## src/rtl/mem_arb_pkg.sv

```systemverilog
// Shared types for the unified instruction/data memory arbiter.
// Owner and state encodings are used by the top level and the grant picker.
package mem_arb_pkg;

  typedef enum logic [1:0] {
    OWN_NONE = 2'd0,
    OWN_IF   = 2'd1,
    OWN_D    = 2'd2
  } owner_t;

  typedef enum logic {
    IDLE = 1'b0,
    BUSY = 1'b1
  } arb_state_t;

  localparam int STREAK_W = 4;

endpackage

```

## src/rtl/mem_arb_pick.sv

```systemverilog
// Grant picker: data has priority, but a run of DSTREAK_MAX data grants
// while fetch is waiting hands the next window to fetch.
module mem_arb_pick
  import mem_arb_pkg::*;
#(
  parameter int DSTREAK_MAX = 4
) (
  input  logic clk,
  input  logic reset,
  input  logic if_req,
  input  logic d_req,
  input  logic window,
  output logic if_gnt,
  output logic d_gnt
);

  localparam logic [STREAK_W-1:0] STREAK_LIM  = STREAK_W'(DSTREAK_MAX);
  localparam logic [STREAK_W-1:0] STREAK_ZERO = {STREAK_W{1'b0}};
  localparam logic [STREAK_W-1:0] STREAK_ONE  = {{(STREAK_W-1){1'b0}}, 1'b1};

  logic [STREAK_W-1:0] dstreak_q;
  logic [STREAK_W-1:0] dstreak_d;
  logic                limit_hit_s;

  assign limit_hit_s = (dstreak_q == STREAK_LIM);

  // One-hot grant decision, only inside the arbitration window.
  always_comb begin
    if_gnt = 1'b0;
    d_gnt  = 1'b0;
    if (window) begin
      if (d_req && !limit_hit_s) begin
        d_gnt = 1'b1;
      end else if (if_req) begin
        if_gnt = 1'b1;
      end else if (d_req) begin
        d_gnt = 1'b1;
      end else begin
        if_gnt = 1'b0;
        d_gnt  = 1'b0;
      end
    end else begin
      if_gnt = 1'b0;
      d_gnt  = 1'b0;
    end
  end

  // Streak only grows while fetch is actually waiting on data grants.
  always_comb begin
    dstreak_d = dstreak_q;
    if (!if_req) begin
      dstreak_d = STREAK_ZERO;
    end else if (if_gnt) begin
      dstreak_d = STREAK_ZERO;
    end else if (d_gnt) begin
      dstreak_d = dstreak_q + STREAK_ONE;
    end else begin
      dstreak_d = dstreak_q;
    end
  end

  // Streak register.
  always_ff @(posedge clk or negedge reset) begin
    if (!reset) begin
      dstreak_q <= STREAK_ZERO;
    end else begin
      dstreak_q <= dstreak_d;
    end
  end

endmodule

```

## src/rtl/unified_mem_arbiter.sv

```systemverilog
// Shares one single-port memory between instruction fetch and load/store,
// one access in flight, with a grant window on the last cycle of each access.
module unified_mem_arbiter
  import mem_arb_pkg::*;
#(
  parameter int AW          = 32,
  parameter int DW          = 32,
  parameter int MEM_LAT     = 2,
  parameter int DSTREAK_MAX = 4
) (
  input  logic          clk,
  input  logic          reset,
  input  logic          if_req,
  input  logic [AW-1:0] if_addr,
  output logic          if_gnt,
  output logic          if_rvalid,
  output logic [DW-1:0] if_rdata,
  input  logic          d_req,
  input  logic          d_we,
  input  logic [AW-1:0] d_addr,
  input  logic [DW-1:0] d_wdata,
  output logic          d_gnt,
  output logic          d_rvalid,
  output logic [DW-1:0] d_rdata,
  output logic          mem_en,
  output logic          mem_we,
  output logic [AW-1:0] mem_addr,
  output logic [DW-1:0] mem_wdata,
  input  logic [DW-1:0] mem_rdata,
  output logic          busy,
  output logic [31:0]   fetch_stall_cnt
);

  localparam logic [3:0] LAT_INIT = 4'(MEM_LAT);
  localparam logic [3:0] LAT_ONE  = 4'd1;

  arb_state_t  state_q;
  arb_state_t  state_d;
  logic [3:0]  lat_cnt_q;
  logic [3:0]  lat_cnt_d;
  owner_t      owner_q;
  owner_t      owner_d;
  logic        store_q;
  logic        store_d;
  logic [31:0] fetch_stall_cnt_q;
  logic [31:0] fetch_stall_cnt_d;

  logic        last_s;
  logic        window_s;
  logic        gnt_s;

  // Reset gates the window so grants and mem_* stay low while held in reset.
  assign last_s   = (state_q == BUSY) && (lat_cnt_q == LAT_ONE);
  assign window_s = reset && ((state_q == IDLE) || last_s);
  assign gnt_s    = if_gnt || d_gnt;

  mem_arb_pick #(
    .DSTREAK_MAX(DSTREAK_MAX)
  ) u_pick (
    .clk    (clk),
    .reset  (reset),
    .if_req (if_req),
    .d_req  (d_req),
    .window (window_s),
    .if_gnt (if_gnt),
    .d_gnt  (d_gnt)
  );

  // Next-state logic for the access FSM and its latency counter.
  always_comb begin
    state_d   = state_q;
    lat_cnt_d = lat_cnt_q;
    owner_d   = owner_q;
    store_d   = store_q;
    case (state_q)
      IDLE: begin
        if (gnt_s) begin
          state_d   = BUSY;
          lat_cnt_d = LAT_INIT;
          owner_d   = if_gnt ? OWN_IF : OWN_D;
          store_d   = d_gnt && d_we;
        end else begin
          state_d   = IDLE;
        end
      end
      BUSY: begin
        if (gnt_s) begin
          state_d   = BUSY;
          lat_cnt_d = LAT_INIT;
          owner_d   = if_gnt ? OWN_IF : OWN_D;
          store_d   = d_gnt && d_we;
        end else if (last_s) begin
          state_d   = IDLE;
          lat_cnt_d = 4'd0;
          owner_d   = OWN_NONE;
          store_d   = 1'b0;
        end else begin
          lat_cnt_d = lat_cnt_q - 4'd1;
        end
      end
      default: begin
        state_d   = IDLE;
        lat_cnt_d = 4'd0;
        owner_d   = OWN_NONE;
        store_d   = 1'b0;
      end
    endcase
  end

  // Memory strobe carries the granted requester's fields in the grant cycle.
  always_comb begin
    mem_en    = 1'b0;
    mem_we    = 1'b0;
    mem_addr  = {AW{1'b0}};
    mem_wdata = {DW{1'b0}};
    if (if_gnt) begin
      mem_en   = 1'b1;
      mem_addr = if_addr;
    end else if (d_gnt) begin
      mem_en    = 1'b1;
      mem_we    = d_we;
      mem_addr  = d_addr;
      mem_wdata = d_wdata;
    end else begin
      mem_en = 1'b0;
    end
  end

  // Response routing: rvalid reflects the owner that issued the access.
  always_comb begin
    if_rvalid = reset && last_s && (owner_q == OWN_IF);
    d_rvalid  = reset && last_s && (owner_q == OWN_D);
    if_rdata  = {DW{1'b0}};
    d_rdata   = {DW{1'b0}};
    if (if_rvalid) begin
      if_rdata = mem_rdata;
    end else if (d_rvalid && !store_q) begin
      d_rdata = mem_rdata;
    end else begin
      if_rdata = {DW{1'b0}};
      d_rdata  = {DW{1'b0}};
    end
  end

  // Saturating count of cycles fetch spends waiting for a grant.
  always_comb begin
    fetch_stall_cnt_d = fetch_stall_cnt_q;
    if (if_req && !if_gnt && (fetch_stall_cnt_q != 32'hFFFF_FFFF)) begin
      fetch_stall_cnt_d = fetch_stall_cnt_q + 32'd1;
    end else begin
      fetch_stall_cnt_d = fetch_stall_cnt_q;
    end
  end

  // State registers; reset drops any in-flight response.
  always_ff @(posedge clk or negedge reset) begin
    if (!reset) begin
      state_q           <= IDLE;
      lat_cnt_q         <= 4'd0;
      owner_q           <= OWN_NONE;
      store_q           <= 1'b0;
      fetch_stall_cnt_q <= 32'd0;
    end else begin
      state_q           <= state_d;
      lat_cnt_q         <= lat_cnt_d;
      owner_q           <= owner_d;
      store_q           <= store_d;
      fetch_stall_cnt_q <= fetch_stall_cnt_d;
    end
  end

  assign busy            = (state_q == BUSY);
  assign fetch_stall_cnt = fetch_stall_cnt_q;

endmodule

```

## config.mk

```make
export PLATFORM = sky130hd
export DESIGN_NAME = unified_mem_arbiter
export DESIGN_NICKNAME = d
export VERILOG_FILES = /design/src/rtl/mem_arb_pkg.sv /design/src/rtl/mem_arb_pick.sv /design/src/rtl/unified_mem_arbiter.sv
export SDC_FILE = /design/constraint.sdc
export NUM_CORES = 1
export LEC_CHECK = 0
export ABC_AREA = 0
export ABC_CLOCK_PERIOD_IN_PS = 1900
export CAP_MARGIN = 20
export CORE_AREA = 2 2 117 119
export CTS_CLUSTER_SIZE = 28
export DETAILED_ROUTE_END_ITERATION = 10
export DIE_AREA = 0 0 119 121
export DONT_BUFFER_PORTS = 1
export HOLD_SLACK_MARGIN = 0.03
export REMOVE_ABC_BUFFERS = 1
export SYNTH_ARGS = -nofsm -noshare
export SYNTH_HDL_FRONTEND = slang
export SYNTH_SLANG_ARGS = --single-unit
```

## constraint.sdc

```tcl
create_clock -name clk -period 1.9 [get_ports clk]
set_input_delay 0.095 -clock clk [delete_from_list [all_inputs] [get_ports clk]]
set_output_delay 0.095 -clock clk [all_outputs]
set_load 0.005 [all_outputs]
```

==> results by group, run 1 <==
Pwr
  – Tot Pwr: 0.00381 W
  – VDD IR max: 0.000488 V
  – Pwr Density: 805 nW/um^2
  – Leak Pwr: 2.15 nW

Clock network
  – Max clock buf depth: 2
  – H-Tree Depth: 2
  – Clk sinks: 44
  – CTS buffer count: 5
  – Skew-Pair Late Insertion Delay: 0.29 ns
  – Reg clk slew, reported paths: 0.07 ns
  – Clk root buf: clkbuf_16
  – CTS tree: built

STA
  – Count of final setup violators: 149
  – Max Fclk: 459 MHz
  – Slew Limit Headroom: 0.459
  – Hold Vio Cnt, Final: 0
  – Setup ws final: -0.277 ns
  – Final min period: 2.18 ns
  – Period utilization: 1.15
  – Actual slew at the worst max-slew pin: 0.803 ns
  – Minimum hold slack: 0.0593 ns
  – Clock Skews: 0.00694 ns
  – Max-slew violation count: 0
  – RSZ-0062 raised after global routing: yes

Job
  – Max-cap violation count: 0

Layout
  – # nets final: 565
  – # fillers: 1291
  – Layout cells sized above 1: 0.416
  – Area Growth Syn to Fin: 44.9%
  – FF/Latch Area: 1100 sq um
  – Area taken by multi-input logic gates: 2450 sq um

Drt
  – Met3 wire length: 1360 microns
  – Routed len/inst: 23.2 microns
  – Via density: 5.26
  – Drt first pass iters: 4
  – DR iter-0 viols: 134
  – Met2 WL: 6870 microns
  – Wl on met1: 5600 microns
  – Via count: 3180
  – Final ANT Viol Nets: 0
  – Routed wire length: 14100 microns
  – DR top layer: met5
  – DRC Markers: 0

Logic synthesis
  – Synth async-reset ratio: 1.00
  – Ys flop type: dfrtp_1
  – Leading area contributor after synthesis: dfrtp_1
  – Ys Warns: 0
  – Synth top area cells: dfrtp_1, and2_1, a22o_1, xnor2_1, xor2_1
  – Post-synth cell types: 38
  – Syn Inst Count: 367
  – Synthesized area per cell: 8.90 sq um
  – Flops & latches, synth: 44
  – Yosys top cell area share: 0.337
  – Synth cell count leaders: and2_1, dfrtp_1, a22o_1, xnor2_1, nor2_1
  – Synthesized area: 3270 sq um
  – Count leader, synth: and2_1
  – Sequential area share after synthesis: 0.337
  – Post-synth EDFFs: 0

Setup path
  – Max incr delay on CP: 0.39 ns
  – Crit path buf inv count: 4
  – Setup Crit Path Kind: reg -> out
  – Crit end category: primary output
  – Reg2reg setup slack: -0.17 ns
  – Crit path max fanout: 34
  – Family with the most delay on the worst path: buffers and inverters
  – Worst EP required: 1.80 ns
  – Slowest cell on crit path: dfrtp_1
  – Startpoint Class: flip-flop
  – Critical Path AT: 2.08 ns
  – Cells traversed along the worst timing path: inv_2 -> ha_4 -> nor3b_4 -> buf_4 -> o221ai_4 -> buf_6 -> nor2_2 -> buf_12 -> a22o_1

Floorplanning
  – Core Area: 13100 sq um
  – Initial core utilization: 0.250
  – Die ar.: 14400 sq um
  – Die W: 119 microns
  – Row cnt: 42
  – Die height: 121 microns
  – I/O Pins: 300

Global route
  – Total global routing overflow: 0
  – Largest net degree at the start of global routing: 47
  – Tot GR Track Use: 0.179
  – Vias in the first global route: 3039
  – First-pass GRT wire length: 19300 microns
  – Initial antenna violation count: 2

Placement
  – Routability congestion estimate: 0.797
  – HPWL after detailed placement: 10800 microns
  – IO Port Bufs: 0

Run status
  – Status: finished with violations
  – Failing checks: setup timing

Min path
  – Worst hold-check path type: in -> reg
final timing paths:
check,from,to,depth (start not counted)
hold / removal,d_we,store_q,2
max in group asynchronous,reset,u_pick.dstreak_q[2],2
setup / recovery,lat_cnt_q[1],mem_addr[31],9
min in group asynchronous,reset,fetch_stall_cnt[16],2
hold reg to reg,store_q,store_q,1
setup reg to reg,lat_cnt_q[0],fetch_stall_cnt[21],9
metal layers:
metal,GRT usage,up-vias
li1,-,1396
met1,0.220,1601
met2,0.298,161
met3,0.0728,18
met4,0.0327,4
met5,0,-
layout make-up:
class                           instances  area share
Tap cell                              176      0.0465
Timing Repair Buffer                   74       0.157
Clock buffer                            5      0.0264
Antenna cell                            1    0.000529
Sequential cell                        44       0.233
Multi-Input combinational cell        291       0.518
Inverter                               11     0.00872
Clock inverter                          3     0.00978
cell families (layout without fill, tap and decap cells):
group           after synthesis  after routing  share of synthesized area
other cells                   0              1                          0
compound gates               53             53                      0.127
flops                        44             44                      0.337
buf+inv                      32             93                     0.0402
fa+ha+maj                     5              5                     0.0191
mux                           1              1                    0.00345
xor+xnor                     32             32                     0.0858
simple gates                200            200                      0.387
sequential cells by signal, summed over array words and instances, names as in the netlist:
register,cells
fetch_stall_cnt,32
lat_cnt_q,4
owner_q,2
store_q,1
busy,1
u_pick.dstreak_q,4
metrics by stage:
step	cells	util	area (sq um)	TNS, ns	setup WS (ns)
floorplan	346	-	3180	-109.35	-1.31
global placement	574	0.294	3840	-0.646	-0.0315
detailed placement	574	0.294	3840	-4.14	-0.112
CTS	601	0.346	4530	-29.51	-0.258
global route	605	0.362	4730	-43.53	-0.359
finish	605	0.362	4730	-29.60	-0.277
power by group:
group | switching [W] | total (W) | internal [W]
Clock | 0.000391 | 0.00102 | 0.000625
Sequential | 0.000123 | 0.00121 | 0.00109
Combinational | 0.000812 | 0.00158 | 0.000771
Total | 0.00133 | 0.00381 | 0.00249
worst register-to-register path, cell delays in order, from the launching register on:
cell and delay (ns):
dfrtp_1 0.41, ha_4 0.17, nor3b_4 0.14, buf_4 0.15
o221ai_4 0.21, buf_6 0.14, buf_6 0.10, nand4_4 0.10
or3b_1 0.39, xnor2_1 0.13
placed cells by master, fill, tap and decap left out, drive strengths merged, types with 15 or more instances in the layout:
cell | Yosys | layout
and2 | 99 | 99
buf | 9 | 69
dfrtp | 44 | 44
a22o | 32 | 32
xnor2 | 20 | 20
nand4 | 17 | 17
nand3 | 16 | 16
nor2 | 15 | 15
what timing repair did:
item,in CTS,in global routing
gates resized for setup,94,27
hold endpoints to repair,49,0
pin swaps,45,12
endpoints found under the setup margin,144,165
gates cloned,5,2
hold buffers,4,0
buffers inserted,10,1
Note: power is estimated with default switching activity, not from simulation.
==> run 2, diff against run 1 <==
--- a/config.mk
+++ b/config.mk
@@ -5,13 +5,13 @@
 export SDC_FILE = /design/constraint.sdc
 export NUM_CORES = 1
 export LEC_CHECK = 0
-export ABC_AREA = 0
+export ABC_AREA = 1
 export ABC_CLOCK_PERIOD_IN_PS = 1900
 export CAP_MARGIN = 20
-export CORE_AREA = 2 2 117 119
+export CORE_AREA = 2 2 116 118
 export CTS_CLUSTER_SIZE = 28
 export DETAILED_ROUTE_END_ITERATION = 10
-export DIE_AREA = 0 0 119 121
+export DIE_AREA = 0 0 118 120
 export DONT_BUFFER_PORTS = 1
 export HOLD_SLACK_MARGIN = 0.03
 export REMOVE_ABC_BUFFERS = 1
==> results by group, run 2 <==
Run status
  – Status: complete, no violations

Placement
  – HPWL after detailed placement: 11600 microns (+7.1%)
  – IO Port Bufs: 0 (unchanged)
  – Routability congestion estimate: 0.860 (+7.9%)

Job
  – Max-cap violation count: 0 (unchanged)

STA
  – RSZ-0062 raised after global routing: yes
  – Max-slew violation count: 0 (unchanged)
  – Setup_tns: 0 ns (+29.60 ns)
  – Max Fclk: 527 MHz (+15%)
  – Hold Vio Cnt, Final: 0 (unchanged)
  – Minimum hold slack: 0.0751 ns (+0.0158 ns)
  – Slew Limit Headroom: 0.696 (+0.237)
  – Clock Skews: 0.0135 ns (+0.00659 ns)
  – Period utilization: 0.999 (-0.147)
  – Actual slew at the worst max-slew pin: 0.455 ns (-0.348 ns)
  – Final min period: 1.90 ns (-0.279 ns)
  – Count of final setup violators: 0 (-100%)

Logic synthesis
  – Post-synthesis xor/xnor area fraction: 0.0256 (-0.0602)
  – Ys Warns: 0 (unchanged)
  – Ys flop type: dfrtp_1
  – Yosys top cell area share: 0.288 (-0.0485)
  – Synth Area in Simple Gates: 0.535 (+0.148)
  – Synth Area in Compound Gates: 0.0219 (-0.106)
  – Post-synth EDFFs: 0 (unchanged)
  – Syn Inst Count: 746 (+100%)
  – Synthesized area: 4110 sq um (+26%)
  – Synthesized area per cell: 5.51 sq um (-38%)
  – Post-synth cell types: 27 (-29%)
  – Post-synthesis mux area share: 0 (-0.00345)
  – Largest family of logic cells by synthesized area: simple AND/OR/NAND/NOR gates
  – Synth async-reset ratio: 1.00 (unchanged)
  – Synth cell count leaders: nand2_1, nor2_1, inv_1, dfrtp_1, nand3_1
  – Flops & latches, synth: 44 (unchanged)
  – Sequential area share after synthesis: 0.268 (-0.0692)
  – Count leader, synth: nand2_1
  – Synth top area cells: nand2_1, dfrtp_1, nor2_1, inv_1, nand3_1
  – Synthesized-area fraction occupied by adder cells: 0.0152 (-0.00393)
  – Leading area contributor after synthesis: nand2_1

Drt
  – DR top layer: met4
  – Via density: 4.79 (-8.9%)
  – Routed len/inst: 15.7 microns (-33%)
  – Met3 wire length: 1200 microns (-11%)
  – DR iter-0 viols: 259 (+93%)
  – Routed wire length: 15300 microns (+9.1%)
  – Final ANT Viol Nets: 0 (unchanged)
  – Drt first pass iters: 5 (+1)
  – Via count: 4684 (+47%)
  – Wl on met1: 6260 microns (+12%)
  – Met2 WL: 7400 microns (+7.6%)
  – DRC Markers: 0 (unchanged)

Clock network
  – Clk sinks: 44 (unchanged)
  – Clk root buf: clkbuf_16
  – Max clock buf depth: 2 (unchanged)
  – H-Tree Depth: 2 (unchanged)
  – CTS buffer count: 5 (unchanged)
  – CTS tree: built
  – Skew-Pair Late Insertion Delay: 0.29 ns (about the same)
  – Reg clk slew, reported paths: 0.06 ns (about the same)

Floorplanning
  – Die ar.: 14200 sq um (-1.7%)
  – Core Area: 13000 sq um (-0.80%)
  – I/O Pins: 300 (unchanged)
  – Die height: 120 microns (-0.83%)
  – Initial core utilization: 0.317 (+0.0671)
  – Die W: 118 microns (-0.84%)
  – Row cnt: 42 (unchanged)

Layout
  – N_diodes: 0 (-1)
  – # fillers: 1333 (+3.3%)
  – Layout cells sized above 1: 0.243 (-0.173)
  – Largest register FFs: 32 (unchanged)
  – # nets final: 939 (+66%)
  – Most frequent cells in the layout: nand2_1, inv_1, nor2_1, nor2_2, buf_4
  – Most common cell after layout, fill and taps aside: nand2_1
  – Area Growth Syn to Fin: 35.3%

Pwr
  – Clock Power Share: 0.280 (+0.013)
  – VDD IR max: 0.000339 V (-31%)
  – Psw: 0.00143 W (+7.5%)
  – Pwr Density: 666 nW/um^2 (-17%)
  – Combinational fraction of design power: 0.384 (-0.031)
  – Leak Pwr: 2.89 nW (+35%)
  – Net Sw Frac: 0.385 (+0.0370)
  – Seq pwr share: 0.336 (+0.018)
  – Tot Pwr: 0.00370 W (-2.9%)
  – Power Internal: 0.00228 W (-8.4%)

Min path
  – WHS Path Cells: 3 (+1)
  – Hold_sp: if_req
  – Worst hold-check path type: in -> reg

Global route
  – Largest net degree at the start of global routing: 45 (-4.3%)
  – Initial antenna violation count: 0 (-2)
  – Total global routing overflow: 0 (unchanged)
  – Vias in the first global route: 4024 (+32%)
  – First-pass GRT wire length: 22000 microns (+14%)
  – Tot GR Track Use: 0.197 (+0.0183)

Setup path
  – Setup Crit Path Kind: reg -> out
  – Crit end category: primary output
  – Startpoint Class: flip-flop
  – Crit path max fanout: 8 (-76%)
  – Worst Setup SP: lat_cnt_q[1]
  – Critical Path AT: 1.80 ns (-0.28 ns)
  – R2r worst-path depth: 12 (+3)
  – Worst EP required: 1.80 ns (about the same)
  – Worst r2r src: u_pick.dstreak_q[1]
==> run 2: cell count changes after synthesis, sizes merged, moves of 14 or more <==
cell / previous run / this run
nand3: 16 / 41
nand4: 17 / 3
nor2: 15 / 158
inv: 11 / 110
xnor2: 20 / 5
nand2: 12 / 333
a22o: 32 / 0
and2: 99 / 0
==> run 2: worst paths after layout <==
path,endpoint,slack [ns]
worst max-delay path,d_rdata[5],0.002
worst min-delay path,u_pick.dstreak_q[0],0.08
worst max register to register,fetch_stall_cnt[3],0.12
min in group asynchronous,fetch_stall_cnt[11],0.30
worst min register to register,owner_q[1],0.47
max in group asynchronous,lat_cnt_q[0],1.35
==> run 2: cell type report <==
class | count | area, sq um | area share
inverter | 110 | 420 | 0.0756
timing repair buffer | 71 | 777 | 0.140
clock inverter | 2 | 38.8 | 0.00697
multi-input combinational | 569 | 2870 | 0.515
sequential | 44 | 1100 | 0.198
clock buffer | 6 | 139 | 0.0250
tap | 176 | 220 | 0.0396
==> run 2: stage by stage <==
stage | instance area (sq um) | setup slack, ns | std cells | util
6_report | 5560 | 0.00178 | 978 | 0.429
5_1_grt | 5560 | -0.124 | 978 | 0.429
4_1_cts | 5030 | -0.0114 | 973 | 0.387
3_5_place_dp | 4620 | -0.0100 | 952 | 0.356
3_3_place_gp | 4620 | 0.0495 | 952 | 0.356
2_1_floorplan | 3970 | -0.456 | 723 | -
==> run 2: power by group through the flow <==
| stage | clock, W | sequential [W] | combinational [W] |
|---|---|---|---|
| global placement | 0 | 0.00124 | 0.00111 |
| floorplan | 0 | 0.00122 | 0.000761 |
| finish | 0.00104 | 0.00124 | 0.00142 |
| CTS | 0.00107 | 0.00123 | 0.00128 |
| global route | 0.00111 | 0.00127 | 0.00157 |
| detailed placement | 0 | 0.00124 | 0.00112 |
==> run 2: critical path, stage by stage (launching register included) <==
cell and delay, ns:
dfrtp_1 0.38, inv_2 0.08, ha_4 0.13, nand4_1 0.18, nor4_4 0.26, nand2_4 0.15, clkbuf_16 0.20, nor2_2 0.13
==> run 2: repair_timing <==
| action | in CTS | in global routing |
|---|---|---|
| resized for setup | 17 | 130 |
| buffers inserted | 7 | 3 |
| setup endpoints to repair | 106 | 142 |
| pin swaps | 3 | 5 |
| gates cloned | 2 | 4 |
| hold buffers | 4 | 0 |
| hold endpoints to repair | 46 | 0 |
==> run 2: kinds of logic (layout without fill, tap and decap cells) <==
group | count (synthesis) | in the layout
AND/OR/NAND/NOR | 536 | 536
buffers and inverters | 133 | 189
flip-flops | 44 | 44
AO/OA/AOI/OAI | 16 | 16
XOR/XNOR | 12 | 12
adder cells (fa/ha/maj) | 5 | 5
==> run 2: routing by layer <==
layer  GRT usage  up-vias
li1            -     2318
met1       0.251     2113
met2       0.330      229
met3      0.0471       24
met4      0.0633        0
met5           0        -
